## config.mk

```make
export PLATFORM = sky130hd
export DESIGN_NAME = usb_reg_bridge_flat
export DESIGN_NICKNAME = d
export VERILOG_FILES = /design/src/rtl/usb_reg_bridge_if.sv /design/src/rtl/usb_reg_bridge.sv /design/src/flat_wrapper.sv
export SDC_FILE = /design/constraint.sdc
export NUM_CORES = 1
export LEC_CHECK = 0
export BUFFER_PORTS_ARGS = -buffer_cell sky130_fd_sc_hd__buf_2
export CORE_MARGIN = 1
export CORE_UTILIZATION = 55
export DETAILED_ROUTE_END_ITERATION = 16
export PLACE_DENSITY = 0.89
export SETUP_SLACK_MARGIN = 0.1
export SYNTH_ARGS = -nofsm -noshare
export SYNTH_HDL_FRONTEND = slang
export SYNTH_SLANG_ARGS = --single-unit
```

## constraint.sdc

```tcl
create_clock -name clk_usb -period 4.5 [get_ports clk_usb]
set_input_delay 0.9 -clock clk_usb [delete_from_list [all_inputs] [get_ports clk_usb]]
set_output_delay 0.9 -clock clk_usb [all_outputs]
set_load 0.05 [all_outputs]
```

## src/rtl/usb_reg_bridge_if.sv

```systemverilog
// Signal bundle between the SAM3U external-memory pads and the internal register bus.
// The bridge uses the slave view; the host/register side uses the master view.
interface usb_reg_bridge_if #(
    parameter int ADDR_WIDTH    = 8,
    parameter int DATA_WIDTH    = 8,
    parameter int BYTECNT_WIDTH = 7
);
    logic [ADDR_WIDTH-1:0]    USB_Addr;
    logic [DATA_WIDTH-1:0]    USB_Din;
    logic [DATA_WIDTH-1:0]    USB_Dout;
    logic                     USB_Drive;
    logic                     USB_RDn;
    logic                     USB_WRn;
    logic                     USB_CEn;
    logic                     USB_ALEn;
    logic [ADDR_WIDTH-1:0]    reg_address;
    logic [BYTECNT_WIDTH-1:0] reg_bytecnt;
    logic [DATA_WIDTH-1:0]    reg_datao;
    logic [DATA_WIDTH-1:0]    reg_datai;
    logic                     reg_read;
    logic                     reg_write;
    logic                     reg_addrvalid;
    logic                     bus_err;

    modport slave (
        input  USB_Addr, USB_Din, USB_RDn, USB_WRn, USB_CEn, USB_ALEn, reg_datai,
        output USB_Dout, USB_Drive, reg_address, reg_bytecnt, reg_datao,
               reg_read, reg_write, reg_addrvalid, bus_err
    );

    modport master (
        output USB_Addr, USB_Din, USB_RDn, USB_WRn, USB_CEn, USB_ALEn, reg_datai,
        input  USB_Dout, USB_Drive, reg_address, reg_bytecnt, reg_datao,
               reg_read, reg_write, reg_addrvalid, bus_err
    );
endinterface

```

## src/rtl/usb_reg_bridge.sv

```systemverilog
// SAM3U external-memory bus to internal register bus bridge: strobe synchronisation,
// address latching on ALEn, saturating burst byte counter, bus-error and idle-timeout tracking.
module usb_reg_bridge #(
    parameter int ADDR_WIDTH    = 8,
    parameter int DATA_WIDTH    = 8,
    parameter int BYTECNT_WIDTH = 7,
    parameter int TIMEOUT       = 1024
) (
    input  logic            clk_usb,
    input  logic            reset_i,
    usb_reg_bridge_if.slave bus
);
    localparam int TO_W = $clog2(TIMEOUT + 1);
    localparam logic [BYTECNT_WIDTH-1:0] CNT_MAX  = {BYTECNT_WIDTH{1'b1}};
    localparam logic [BYTECNT_WIDTH-1:0] CNT_ONE  = {{(BYTECNT_WIDTH-1){1'b0}}, 1'b1};
    localparam logic [TO_W-1:0]          TO_ONE   = {{(TO_W-1){1'b0}}, 1'b1};
    localparam logic [TO_W-1:0]          TO_LAST  = TO_W'(TIMEOUT - 1);

    typedef enum logic [1:0] {
        ST_IDLE   = 2'd0,
        ST_ADDR   = 2'd1,
        ST_ACTIVE = 2'd2
    } state_t;

    logic rdn_s1_q, rdn_s2_q, rdn_s3_q;
    logic wrn_s1_q, wrn_s2_q, wrn_s3_q;
    logic cen_s1_q, cen_s2_q;
    logic alen_s1_q, alen_s2_q, alen_s3_q;
    logic [ADDR_WIDTH-1:0] addr_s1_q, addr_s2_q;
    logic [DATA_WIDTH-1:0] din_s1_q, din_s2_q;

    state_t                   state_q;
    logic [ADDR_WIDTH-1:0]    address_q;
    logic [BYTECNT_WIDTH-1:0] bytecnt_q;
    logic [BYTECNT_WIDTH-1:0] bytecnt_d;
    logic [DATA_WIDTH-1:0]    datao_q;
    logic [DATA_WIDTH-1:0]    dout_q;
    logic                     write_q;
    logic                     read_q;
    logic                     rd_cap_q;
    logic                     inc_pend_q;
    logic                     addrvalid_q;
    logic                     bus_err_q;
    logic [TO_W-1:0]          to_cnt_q;

    logic rd_fall_s, wr_fall_s, ale_fall_s, strobe_edge_s, conflict_s;

    // Two-flop synchronisers plus edge-detect stage; strobes preset inactive.
    always_ff @(posedge clk_usb) begin
        if (reset_i) begin
            rdn_s1_q  <= 1'b1; rdn_s2_q  <= 1'b1; rdn_s3_q  <= 1'b1;
            wrn_s1_q  <= 1'b1; wrn_s2_q  <= 1'b1; wrn_s3_q  <= 1'b1;
            cen_s1_q  <= 1'b1; cen_s2_q  <= 1'b1;
            alen_s1_q <= 1'b1; alen_s2_q <= 1'b1; alen_s3_q <= 1'b1;
            addr_s1_q <= {ADDR_WIDTH{1'b0}};
            addr_s2_q <= {ADDR_WIDTH{1'b0}};
            din_s1_q  <= {DATA_WIDTH{1'b0}};
            din_s2_q  <= {DATA_WIDTH{1'b0}};
        end else begin
            rdn_s1_q  <= bus.USB_RDn;  rdn_s2_q  <= rdn_s1_q;  rdn_s3_q  <= rdn_s2_q;
            wrn_s1_q  <= bus.USB_WRn;  wrn_s2_q  <= wrn_s1_q;  wrn_s3_q  <= wrn_s2_q;
            cen_s1_q  <= bus.USB_CEn;  cen_s2_q  <= cen_s1_q;
            alen_s1_q <= bus.USB_ALEn; alen_s2_q <= alen_s1_q; alen_s3_q <= alen_s2_q;
            addr_s1_q <= bus.USB_Addr; addr_s2_q <= addr_s1_q;
            din_s1_q  <= bus.USB_Din;  din_s2_q  <= din_s1_q;
        end
    end

    assign rd_fall_s     = rdn_s3_q & ~rdn_s2_q;
    assign wr_fall_s     = wrn_s3_q & ~wrn_s2_q;
    assign ale_fall_s    = alen_s3_q & ~alen_s2_q;
    assign strobe_edge_s = (rdn_s3_q ^ rdn_s2_q) | (wrn_s3_q ^ wrn_s2_q);
    // A new strobe while the other one is already (or simultaneously) low is a host fault.
    assign conflict_s    = (rd_fall_s | wr_fall_s) & ~rdn_s2_q & ~wrn_s2_q;

    // Saturating increment of the burst byte index.
    always_comb begin
        bytecnt_d = bytecnt_q;
        if (bytecnt_q == CNT_MAX) begin
            bytecnt_d = bytecnt_q;
        end else begin
            bytecnt_d = bytecnt_q + CNT_ONE;
        end
    end

    // Bus FSM with registered register-bus outputs, byte counter and idle timeout.
    always_ff @(posedge clk_usb) begin
        if (reset_i) begin
            state_q     <= ST_IDLE;
            address_q   <= {ADDR_WIDTH{1'b0}};
            bytecnt_q   <= {BYTECNT_WIDTH{1'b0}};
            datao_q     <= {DATA_WIDTH{1'b0}};
            dout_q      <= {DATA_WIDTH{1'b0}};
            write_q     <= 1'b0;
            read_q      <= 1'b0;
            rd_cap_q    <= 1'b0;
            inc_pend_q  <= 1'b0;
            addrvalid_q <= 1'b0;
            bus_err_q   <= 1'b0;
            to_cnt_q    <= {TO_W{1'b0}};
        end else begin
            write_q    <= 1'b0;
            read_q     <= 1'b0;
            inc_pend_q <= 1'b0;
            rd_cap_q   <= read_q;
            if (inc_pend_q) begin
                bytecnt_q <= bytecnt_d;
            end
            // Register block answers one cycle after the read pulse.
            if (rd_cap_q) begin
                dout_q <= bus.reg_datai;
            end
            case (state_q)
                ST_IDLE: begin
                    to_cnt_q <= {TO_W{1'b0}};
                    if (!cen_s2_q && ale_fall_s) begin
                        state_q   <= ST_ADDR;
                        address_q <= addr_s2_q;
                        bytecnt_q <= {BYTECNT_WIDTH{1'b0}};
                    end
                end
                ST_ADDR: begin
                    to_cnt_q <= {TO_W{1'b0}};
                    if (cen_s2_q) begin
                        state_q <= ST_IDLE;
                    end else if (alen_s2_q) begin
                        state_q     <= ST_ACTIVE;
                        addrvalid_q <= 1'b1;
                    end
                end
                ST_ACTIVE: begin
                    if (cen_s2_q) begin
                        state_q     <= ST_IDLE;
                        addrvalid_q <= 1'b0;
                        to_cnt_q    <= {TO_W{1'b0}};
                    end else if (ale_fall_s) begin
                        state_q     <= ST_ADDR;
                        address_q   <= addr_s2_q;
                        bytecnt_q   <= {BYTECNT_WIDTH{1'b0}};
                        addrvalid_q <= 1'b0;
                        to_cnt_q    <= {TO_W{1'b0}};
                    end else if (conflict_s) begin
                        bus_err_q <= 1'b1;
                        to_cnt_q  <= {TO_W{1'b0}};
                    end else if (wr_fall_s) begin
                        write_q    <= 1'b1;
                        datao_q    <= din_s2_q;
                        inc_pend_q <= 1'b1;
                        to_cnt_q   <= {TO_W{1'b0}};
                    end else if (rd_fall_s) begin
                        read_q     <= 1'b1;
                        inc_pend_q <= 1'b1;
                        to_cnt_q   <= {TO_W{1'b0}};
                    end else if (strobe_edge_s) begin
                        to_cnt_q <= {TO_W{1'b0}};
                    end else if (to_cnt_q == TO_LAST) begin
                        state_q     <= ST_IDLE;
                        addrvalid_q <= 1'b0;
                        to_cnt_q    <= {TO_W{1'b0}};
                    end else begin
                        to_cnt_q <= to_cnt_q + TO_ONE;
                    end
                end
                default: begin
                    state_q     <= ST_IDLE;
                    addrvalid_q <= 1'b0;
                    to_cnt_q    <= {TO_W{1'b0}};
                end
            endcase
        end
    end

    assign bus.USB_Dout      = dout_q;
    assign bus.USB_Drive     = ~cen_s2_q & ~rdn_s2_q & (state_q == ST_ACTIVE);
    assign bus.reg_address   = address_q;
    assign bus.reg_bytecnt   = bytecnt_q;
    assign bus.reg_datao     = datao_q;
    assign bus.reg_read      = read_q;
    assign bus.reg_write     = write_q;
    assign bus.reg_addrvalid = addrvalid_q;
    assign bus.bus_err       = bus_err_q;
endmodule

```

## src/flat_wrapper.sv

```systemverilog
// flat-port wrapper written by rule: the top's interface ports become plain ports
module usb_reg_bridge_flat 
#(
    parameter int ADDR_WIDTH    = 8,
    parameter int DATA_WIDTH    = 8,
    parameter int BYTECNT_WIDTH = 7,
    parameter int TIMEOUT       = 1024
)
  (clk_usb, reset_i, bus_USB_Addr, bus_USB_Din, bus_USB_RDn, bus_USB_WRn, bus_USB_CEn, bus_USB_ALEn, bus_reg_datai, bus_USB_Dout, bus_USB_Drive, bus_reg_address, bus_reg_bytecnt, bus_reg_datao, bus_reg_read, bus_reg_write, bus_reg_addrvalid, bus_bus_err);
  usb_reg_bridge_if #(.ADDR_WIDTH(ADDR_WIDTH), .DATA_WIDTH(DATA_WIDTH), .BYTECNT_WIDTH(BYTECNT_WIDTH)) bus_i ();
  input  logic clk_usb;
  input  logic reset_i;
  input wire logic [$bits(bus_i.USB_Addr)-1:0] bus_USB_Addr;
  input wire logic [$bits(bus_i.USB_Din)-1:0] bus_USB_Din;
  input wire logic [$bits(bus_i.USB_RDn)-1:0] bus_USB_RDn;
  input wire logic [$bits(bus_i.USB_WRn)-1:0] bus_USB_WRn;
  input wire logic [$bits(bus_i.USB_CEn)-1:0] bus_USB_CEn;
  input wire logic [$bits(bus_i.USB_ALEn)-1:0] bus_USB_ALEn;
  input wire logic [$bits(bus_i.reg_datai)-1:0] bus_reg_datai;
  output wire logic [$bits(bus_i.USB_Dout)-1:0] bus_USB_Dout;
  output wire logic [$bits(bus_i.USB_Drive)-1:0] bus_USB_Drive;
  output wire logic [$bits(bus_i.reg_address)-1:0] bus_reg_address;
  output wire logic [$bits(bus_i.reg_bytecnt)-1:0] bus_reg_bytecnt;
  output wire logic [$bits(bus_i.reg_datao)-1:0] bus_reg_datao;
  output wire logic [$bits(bus_i.reg_read)-1:0] bus_reg_read;
  output wire logic [$bits(bus_i.reg_write)-1:0] bus_reg_write;
  output wire logic [$bits(bus_i.reg_addrvalid)-1:0] bus_reg_addrvalid;
  output wire logic [$bits(bus_i.bus_err)-1:0] bus_bus_err;
  assign bus_i.USB_Addr = bus_USB_Addr;
  assign bus_i.USB_Din = bus_USB_Din;
  assign bus_i.USB_RDn = bus_USB_RDn;
  assign bus_i.USB_WRn = bus_USB_WRn;
  assign bus_i.USB_CEn = bus_USB_CEn;
  assign bus_i.USB_ALEn = bus_USB_ALEn;
  assign bus_i.reg_datai = bus_reg_datai;
  assign bus_USB_Dout = bus_i.USB_Dout;
  assign bus_USB_Drive = bus_i.USB_Drive;
  assign bus_reg_address = bus_i.reg_address;
  assign bus_reg_bytecnt = bus_i.reg_bytecnt;
  assign bus_reg_datao = bus_i.reg_datao;
  assign bus_reg_read = bus_i.reg_read;
  assign bus_reg_write = bus_i.reg_write;
  assign bus_reg_addrvalid = bus_i.reg_addrvalid;
  assign bus_bus_err = bus_i.bus_err;
  usb_reg_bridge #(.ADDR_WIDTH(ADDR_WIDTH), .DATA_WIDTH(DATA_WIDTH), .BYTECNT_WIDTH(BYTECNT_WIDTH), .TIMEOUT(TIMEOUT)) u_core (.clk_usb(clk_usb), .reset_i(reset_i), .bus(bus_i));
endmodule
```

==> summary.md, run 1 <==
| Metric | Value |
|---|---|
| Hpwl dp | `3.61 mm` |
| 1st-pass router iterations | `5` |
| # resized after CTS | `0` |
| Min-Delay Path Class | `reg -> reg` |
| Drt drc | `0` |
| Yosys top cell by area | `dfxtp_1` |
| CP max stage cell | `or3b_4` |
| Async S/R FF share, synth | `0%` |
| Yosys reg bits | `93` |
| CP Class | `reg -> out` |
| Highest Signal Layer | `met4` |
| Unrepaired setup endpoints after global routing | `false` |
| Post-synth top area share | `58.9%` |
| Ant diodes | `0` |
| Yosys Warn Count | `0` |
| Leakage | `1.51 nW` |
| CTS clk-pin slew, worst paths | `0.08 ns` |
| Drt via density | `4.96` |
| Final setup violation count | `0` |
| Setup ws final | `1.96 ns` |
| Layout area overhead | `17.9%` |
| Critical Path End Type | `output pin` |
| RD Place Congestion | `0.779` |
| Worst slack, placed | `2.05 ns` |
| Post-route ant nets | `0` |
| Root Driver | `clkbuf_8` |
| DR WL/cell | `12.3 um` |
| Post-synth EDFFs | `0` |
| Register area share after synthesis | `58.9%` |
| Post-synthesis cell type count | `38` |
| Grt ovf | `0` |
| CTS Buf Count | `9` |
| Peak supply drop | `0.210 mV` |
| R2R Path Start | `u_core.state_q[0]` |
| Routed wl met2 | `2.75 mm` |
| Largest cells by area after synthesis | `dfxtp_1 (59%), nor2b_1 (6.7%), mux2i_1 (5.7%), nor2_1 (4.4%), or2_2 (2.8%)` |
| Postcts setup bufs | `0` |
| FP Rows | `27` |
| CP Data Arrival Time | `1.64 ns` |
| Slowest stage delay, CP | `0.46 ns` |
| Crit path cell chain | `or3b_4 > nor2_1 > buf_2` |
| I/O Pins | `66` |
| F_max | `394 MHz` |
| Worst endpoint required time | `3.60 ns` |
| Tmin final | `2.54 ns` |
| Die ar. | `6050 um^2` |
| Routed wl met3 | `288 um` |
| Worst setup SP type | `register` |
| Clock Tree Buf Depth | `2` |
| CP top delay family | `simple AND/OR/NAND/NOR gates` |
| Worst slew margin | `31.2%` |
| First-pass GRT wire length | `8.90 mm` |
| Final hold vios | `0` |
| GRT Total Usage | `19.3%` |
| Clock skew | `0.0128 ns` |
| Run status | `completed` |
| Cell Pwr Density | `384 nW/um^2` |
| Post-synthesis cell count | `310` |
| CTS tree | `built` |
| Die W | `77.8 um` |
| Initial core utilization | `57.4%` |
| Final slew viol count | `0` |
| Vias | `2236` |
| Main flop type after synthesis | `dfxtp_1` |
| Final wirelength | `5.56 mm` |
| Layout cells sized above 1 | `26.6%` |
| Antenna violations before repair | `0` |
| Worst Setup SP | `u_core.state_q[0]` |
| Layout Utilization | `67.6%` |
| Post-CTS Hold Fix Bufs | `0` |
| Tcrit/Tclk final | `56.4%` |
| Syn Nets | `344` |
| Layout net count | `408` |
| Total power | `1.43 mW` |
| Hold path startpoint | `u_core.rdn_s1_q` |
| Buf/Inv on CP | `1` |
| Core box area | `5510 um^2` |
| Clk_lat worst skew | `0.37 ns` |
| Vias in the first global route | `2132` |
| Syn_area_per_cell | `10.2 um^2` |
| Mapped Area | `3160 um^2` |
| Total negative slack | `0 ns` |
| CP Max Fanout | `8` |
| Die height | `77.8 um` |
| Initial drt markers | `69` |
| Worst Tran Pin Value | `1.03 ns` |
| H-tree depth | `3` |
| Total of max-cap violations | `0` |
| Metal1 wirelength | `2.38 mm` |
| Largest net degree at the start of global routing | `51` |
| Port bufs | `65` |
| Clk sinks | `93` |
==> cell families after synthesis <==
family / count (synthesis) / share of synthesized area (%)
multiplexers: 18 / 5.70
buffers and inverters: 20 / 2.61
flip-flops: 93 / 58.9
AND/OR/NAND/NOR: 140 / 23.8
AO/OA/AOI/OAI: 26 / 4.87
XOR/XNOR: 9 / 2.49
adder cells (fa/ha/maj): 4 / 1.58
==> per-stage QoR <==
step | instance area (um^2) | hold WS, ns | instances
6_report | 3720 | 0.416 | 451
5_1_grt | 3720 | 0.441 | 451
3_3_place_gp | 3530 | 0.393 | 435
3_5_place_dp | 3530 | 0.397 | 435
2_1_floorplan | 3160 | 0.389 | 310
4_1_cts | 3720 | 0.418 | 451
==> Yosys cell counts (2+ instances only) <==
master	n
nand2b_1	2
inv_1	7
clkbuf_1	12
a21oi_1	13
dfxtp_1	93
nor2b_1	34
nand2_1	23
or2_2	14
or3_1	3
nand3_1	5
a211oi_1	2
or4_1	2
nand4_1	2
nor2_1	37
nor4b_1	2
mux2i_1	18
xnor2_1	5
ha_1	4
a31oi_1	2
nor4_1	3
xor2_1	4
o21ai_0	4
nor3_1	4
==> per-layer routing <==
layer,GRT usage [%],vias up
met1,19.4,1005
met4,11.5,0
met2,34.3,65
met5,0,-
met3,6.35,14
li1,-,1152
==> flip-flops by register name, summed over array words and instances, names as in the netlist, 2 cells and up <==
name and count:
u_core.addr_s1_q 8, u_core.to_cnt_q 11, u_core.bus.reg_bytecnt 7, u_core.din_s1_q 8
u_core.state_q 2, u_core.din_s2_q 8, u_core.bus.reg_datao 8, u_core.bus.reg_address 8
u_core.bus.USB_Dout 8, u_core.addr_s2_q 8
==> where the power goes <==
group	internal (mW)	leakage, nW	switching (mW)
registers	0.842	0.758	0.0104
clock network	0.224	0.0950	0.300
logic	0.0281	0.656	0.0276
==> worst paths after layout <==
check                           end  slack (ns)  depth (start not counted)
hold reg to reg     u_core.rdn_s2_q        0.42                          1
hold / removal      u_core.rdn_s2_q        0.42                          1
setup / recovery      bus_USB_Drive        1.96                          3
setup reg to reg  u_core.state_q[0]        2.53                          4
==> final cells by class <==
type	instances	area (um^2)
Sequential cell	93	1860
Fill cell	405	1780
Multi-Input combinational cell	197	1220
Timing Repair Buffer	66	333
Clock buffer	10	138
Tap cell	72	90.1
Clock inverter	6	53.8
Inverter	7	26.3
==> cell usage in the layout, fill, tap and decap left out, drive strengths merged, types with 9 or more instances in the layout <==
cell,n
nand2,23
dfxtp,93
buf,66
nor2,37
mux2i,18
a21oi,13
clkbuf,10
nor2b,34
or2,15
inv,9
(Power assumes the default switching activity.)
==> inputs of run 2 (changes only) <==
--- a/config.mk
+++ b/config.mk
@@ -5,11 +5,12 @@
 export SDC_FILE = /design/constraint.sdc
 export NUM_CORES = 1
 export LEC_CHECK = 0
+export ABC_AREA = 1
 export BUFFER_PORTS_ARGS = -buffer_cell sky130_fd_sc_hd__buf_2
 export CORE_MARGIN = 1
-export CORE_UTILIZATION = 55
+export CORE_UTILIZATION = 53
 export DETAILED_ROUTE_END_ITERATION = 16
-export PLACE_DENSITY = 0.89
+export PLACE_DENSITY = 0.86
 export SETUP_SLACK_MARGIN = 0.1
 export SYNTH_ARGS = -nofsm -noshare
 export SYNTH_HDL_FRONTEND = slang
==> constraint.sdc (replaced) <==
create_clock -name clk_usb -period 2.6 [get_ports clk_usb]
set_input_delay 0.52 -clock clk_usb [delete_from_list [all_inputs] [get_ports clk_usb]]
set_output_delay 0.52 -clock clk_usb [all_outputs]
set_load 0.05 [all_outputs]
==> run 2 against run 1 <==
Non-clock buffer count unchanged; flip-flop and latch count unchanged; total power increased by 75%; hold slack got worse by 0.063 ns; register-to-register slack got worse by 1.6 ns; critical path depth increased by 2; cell count increased by 22%; core utilization decreased by 2.8 points; cell area increased by 3.0%; largest power group unchanged.
==> summary.md, run 2 <==
| Metric | Value |
|---|---|
| 1st-pass router iterations | `4` |
| Cell Count, Final, Fillers Out | `552` |
| CP Max Fanout | `4` |
| Yosys top cell by area | `dfxtp_1` |
| Leakage | `1.87 nW` |
| CP Class | `reg -> out` |
| I/O Pins | `66` |
| Layout cells sized above 1 | `20.8%` |
| Total of max-cap violations | `0` |
| Hpwl dp | `3.99 mm` |
| Port bufs | `65` |
| Critical Path End Type | `output pin` |
| Die ar. | `6460 um^2` |
| Vias in the first global route | `2200` |
| Tmin final | `2.04 ns` |
| # resized after CTS | `0` |
| Synth top cells by count | `nor2_1 (119), dfxtp_1 (93), inv_1 (62), nand2_1 (38), o21ai_0 (31)` |
| F_max | `491 MHz` |
| Commonest non-fill, non-tap cell in the layout | `nor2_1` |
| Grt ovf | `0` |
| Clk_lat worst skew | `0.35 ns` |
| Syn Nets | `439` |
| Final wirelength | `5.68 mm` |
| Yosys Warn Count | `0` |
| Post-synth top area share | `57.2%` |
| Mapped Area | `3260 um^2` |
| Post-synthesis cell type count | `28` |
| Run status | `completed` |
| Most frequent cells in the layout | `nor2_1 (119), dfxtp_1 (93), buf_2 (65), inv_1 (62), nand2_1 (38)` |
| Worst Tran Pin Value | `0.721 ns` |
| Layout area overhead | `17.8%` |
| Layout net count | `506` |
| First-pass GRT wire length | `9.48 mm` |
| GRT Total Usage | `19.4%` |
| Post-synth EDFFs | `0` |
| CTS clk-pin slew, worst paths | `0.08 ns` |
| Final slew viol count | `0` |
| Largest register FFs | `11` |
| Main flop type after synthesis | `dfxtp_1` |
| Worst slew margin | `51.9%` |
| Min-Delay Path Class | `in -> reg` |
| Placed Instances | `536` |
| Yosys reg bits | `93` |
| CP Data Arrival Time | `1.52 ns` |
| CTS Buf Count | `9` |
| Root Driver | `clkbuf_8` |
| H-tree depth | `3` |
| Final hold vios | `0` |
| Biggest register | `u_core.to_cnt_q` |
| Die W | `80.4 um` |
| DR WL/cell | `10.3 um` |
| Most frequent cell after synthesis | `nor2_1` |
| CTS tree | `built` |
| RD Place Congestion | `0.788` |
| Clock skew | `0.00752 ns` |
| Min Hold Slack | `0.353 ns` |
| Die height | `80.4 um` |
| Core box area | `5920 um^2` |
| Worst endpoint required time | `2.08 ns` |
| Total negative slack | `0 ns` |
| Cell Pwr Density | `654 nW/um^2` |
| Ant diodes | `0` |
| Syn_area_per_cell | `8.04 um^2` |
| Clock Tree Buf Depth | `2` |
| FP Rows | `28` |
| Initial drt markers | `76` |
| Post-route ant nets | `0` |
| Layout Utilization | `64.8%` |
| Unrepaired setup endpoints after global routing | `false` |
| Largest net degree at the start of global routing | `45` |
| Postcts setup bufs | `0` |
| Post-synthesis cell count | `405` |
| Largest cells by area after synthesis | `dfxtp_1 (57%), nor2_1 (14%), inv_1 (7.1%), o21ai_0 (4.8%), nand2_1 (4.4%)` |
| Initial core utilization | `55.0%` |
| Async S/R FF share, synth | `0%` |
| Clk sinks | `93` |
| Tcrit/Tclk final | `78.4%` |
| Drt drc | `0` |
| Peak supply drop | `0.451 mV` |
| Antenna violations before repair | `0` |
| Vias | `2505` |
| Drt via density | `4.54` |
| Post-CTS Hold Fix Bufs | `0` |
| Worst setup SP type | `register` |
| Register area share after synthesis | `57.2%` |
| Final setup violation count | `0` |
[run 2: through the flow]
stage / setup slack, ns / power [mW] / instance area (um^2)
floorplan: 0.436 / 1.56 / 3260
global placement: 0.928 / 1.59 / 3640
detailed placement: 0.902 / 1.60 / 3640
CTS: 0.514 / 2.54 / 3840
global route: 0.454 / 2.61 / 3840
finish: 0.562 / 2.51 / 3840
[run 2: final timing paths]
check | from | cells past startpoint | end | slack [ns]
hold reg to reg | u_core.din_s1_q[3] | 2 | u_core.din_s2_q[3] | 0.40
setup reg to reg | u_core.cen_s2_q | 6 | u_core.bus.reg_address[1] | 0.89
setup / recovery | u_core.state_q[1] | 5 | bus_USB_Drive | 0.56
hold / removal | bus_USB_RDn | 2 | u_core.rdn_s1_q | 0.35
[run 2: cell type report]
cell class	instances	area, um^2
multi-input cells	237	1100
repair buffers	66	333
clock buffers	10	138
fillers	511	2080
flip-flops and latches	93	1860
clock inverters	6	62.6
well taps	75	93.8
inverters	65	244
[run 2: cells by family after synthesis]
| group | synth area share (%) |
|---|---|
| xor+xnor | 1.08 |
| flops | 57.2 |
| fa+ha+maj | 1.54 |
| buf+inv | 8.91 |
| compound gates | 5.88 |
| simple gates | 25.4 |
[run 2: routing by layer]
metal | wire (um) | GRT usage [%]
met2 | 2680 | 31.0
met1 | 2660 | 23.9
met3 | 196 | 3.41
met5 | 0 | 0
met4 | 146 | 12.3
[run 2: worst max-delay path: stages (launching register included)]
cell and delay, ns:
dfxtp_1 0.39, inv_2 0.07, nor2_4 0.12, inv_2 0.07, nor3_1 0.20, buf_2 0.31
[run 2: power by group]
part	switching, mW	internal (mW)	leakage [nW]	total (mW)
logic	0.0607	0.0392	1.00	0.0999
clock network	0.478	0.469	0.106	0.946
registers	0.00978	1.46	0.758	1.47
total	0.548	1.96	1.87	2.51
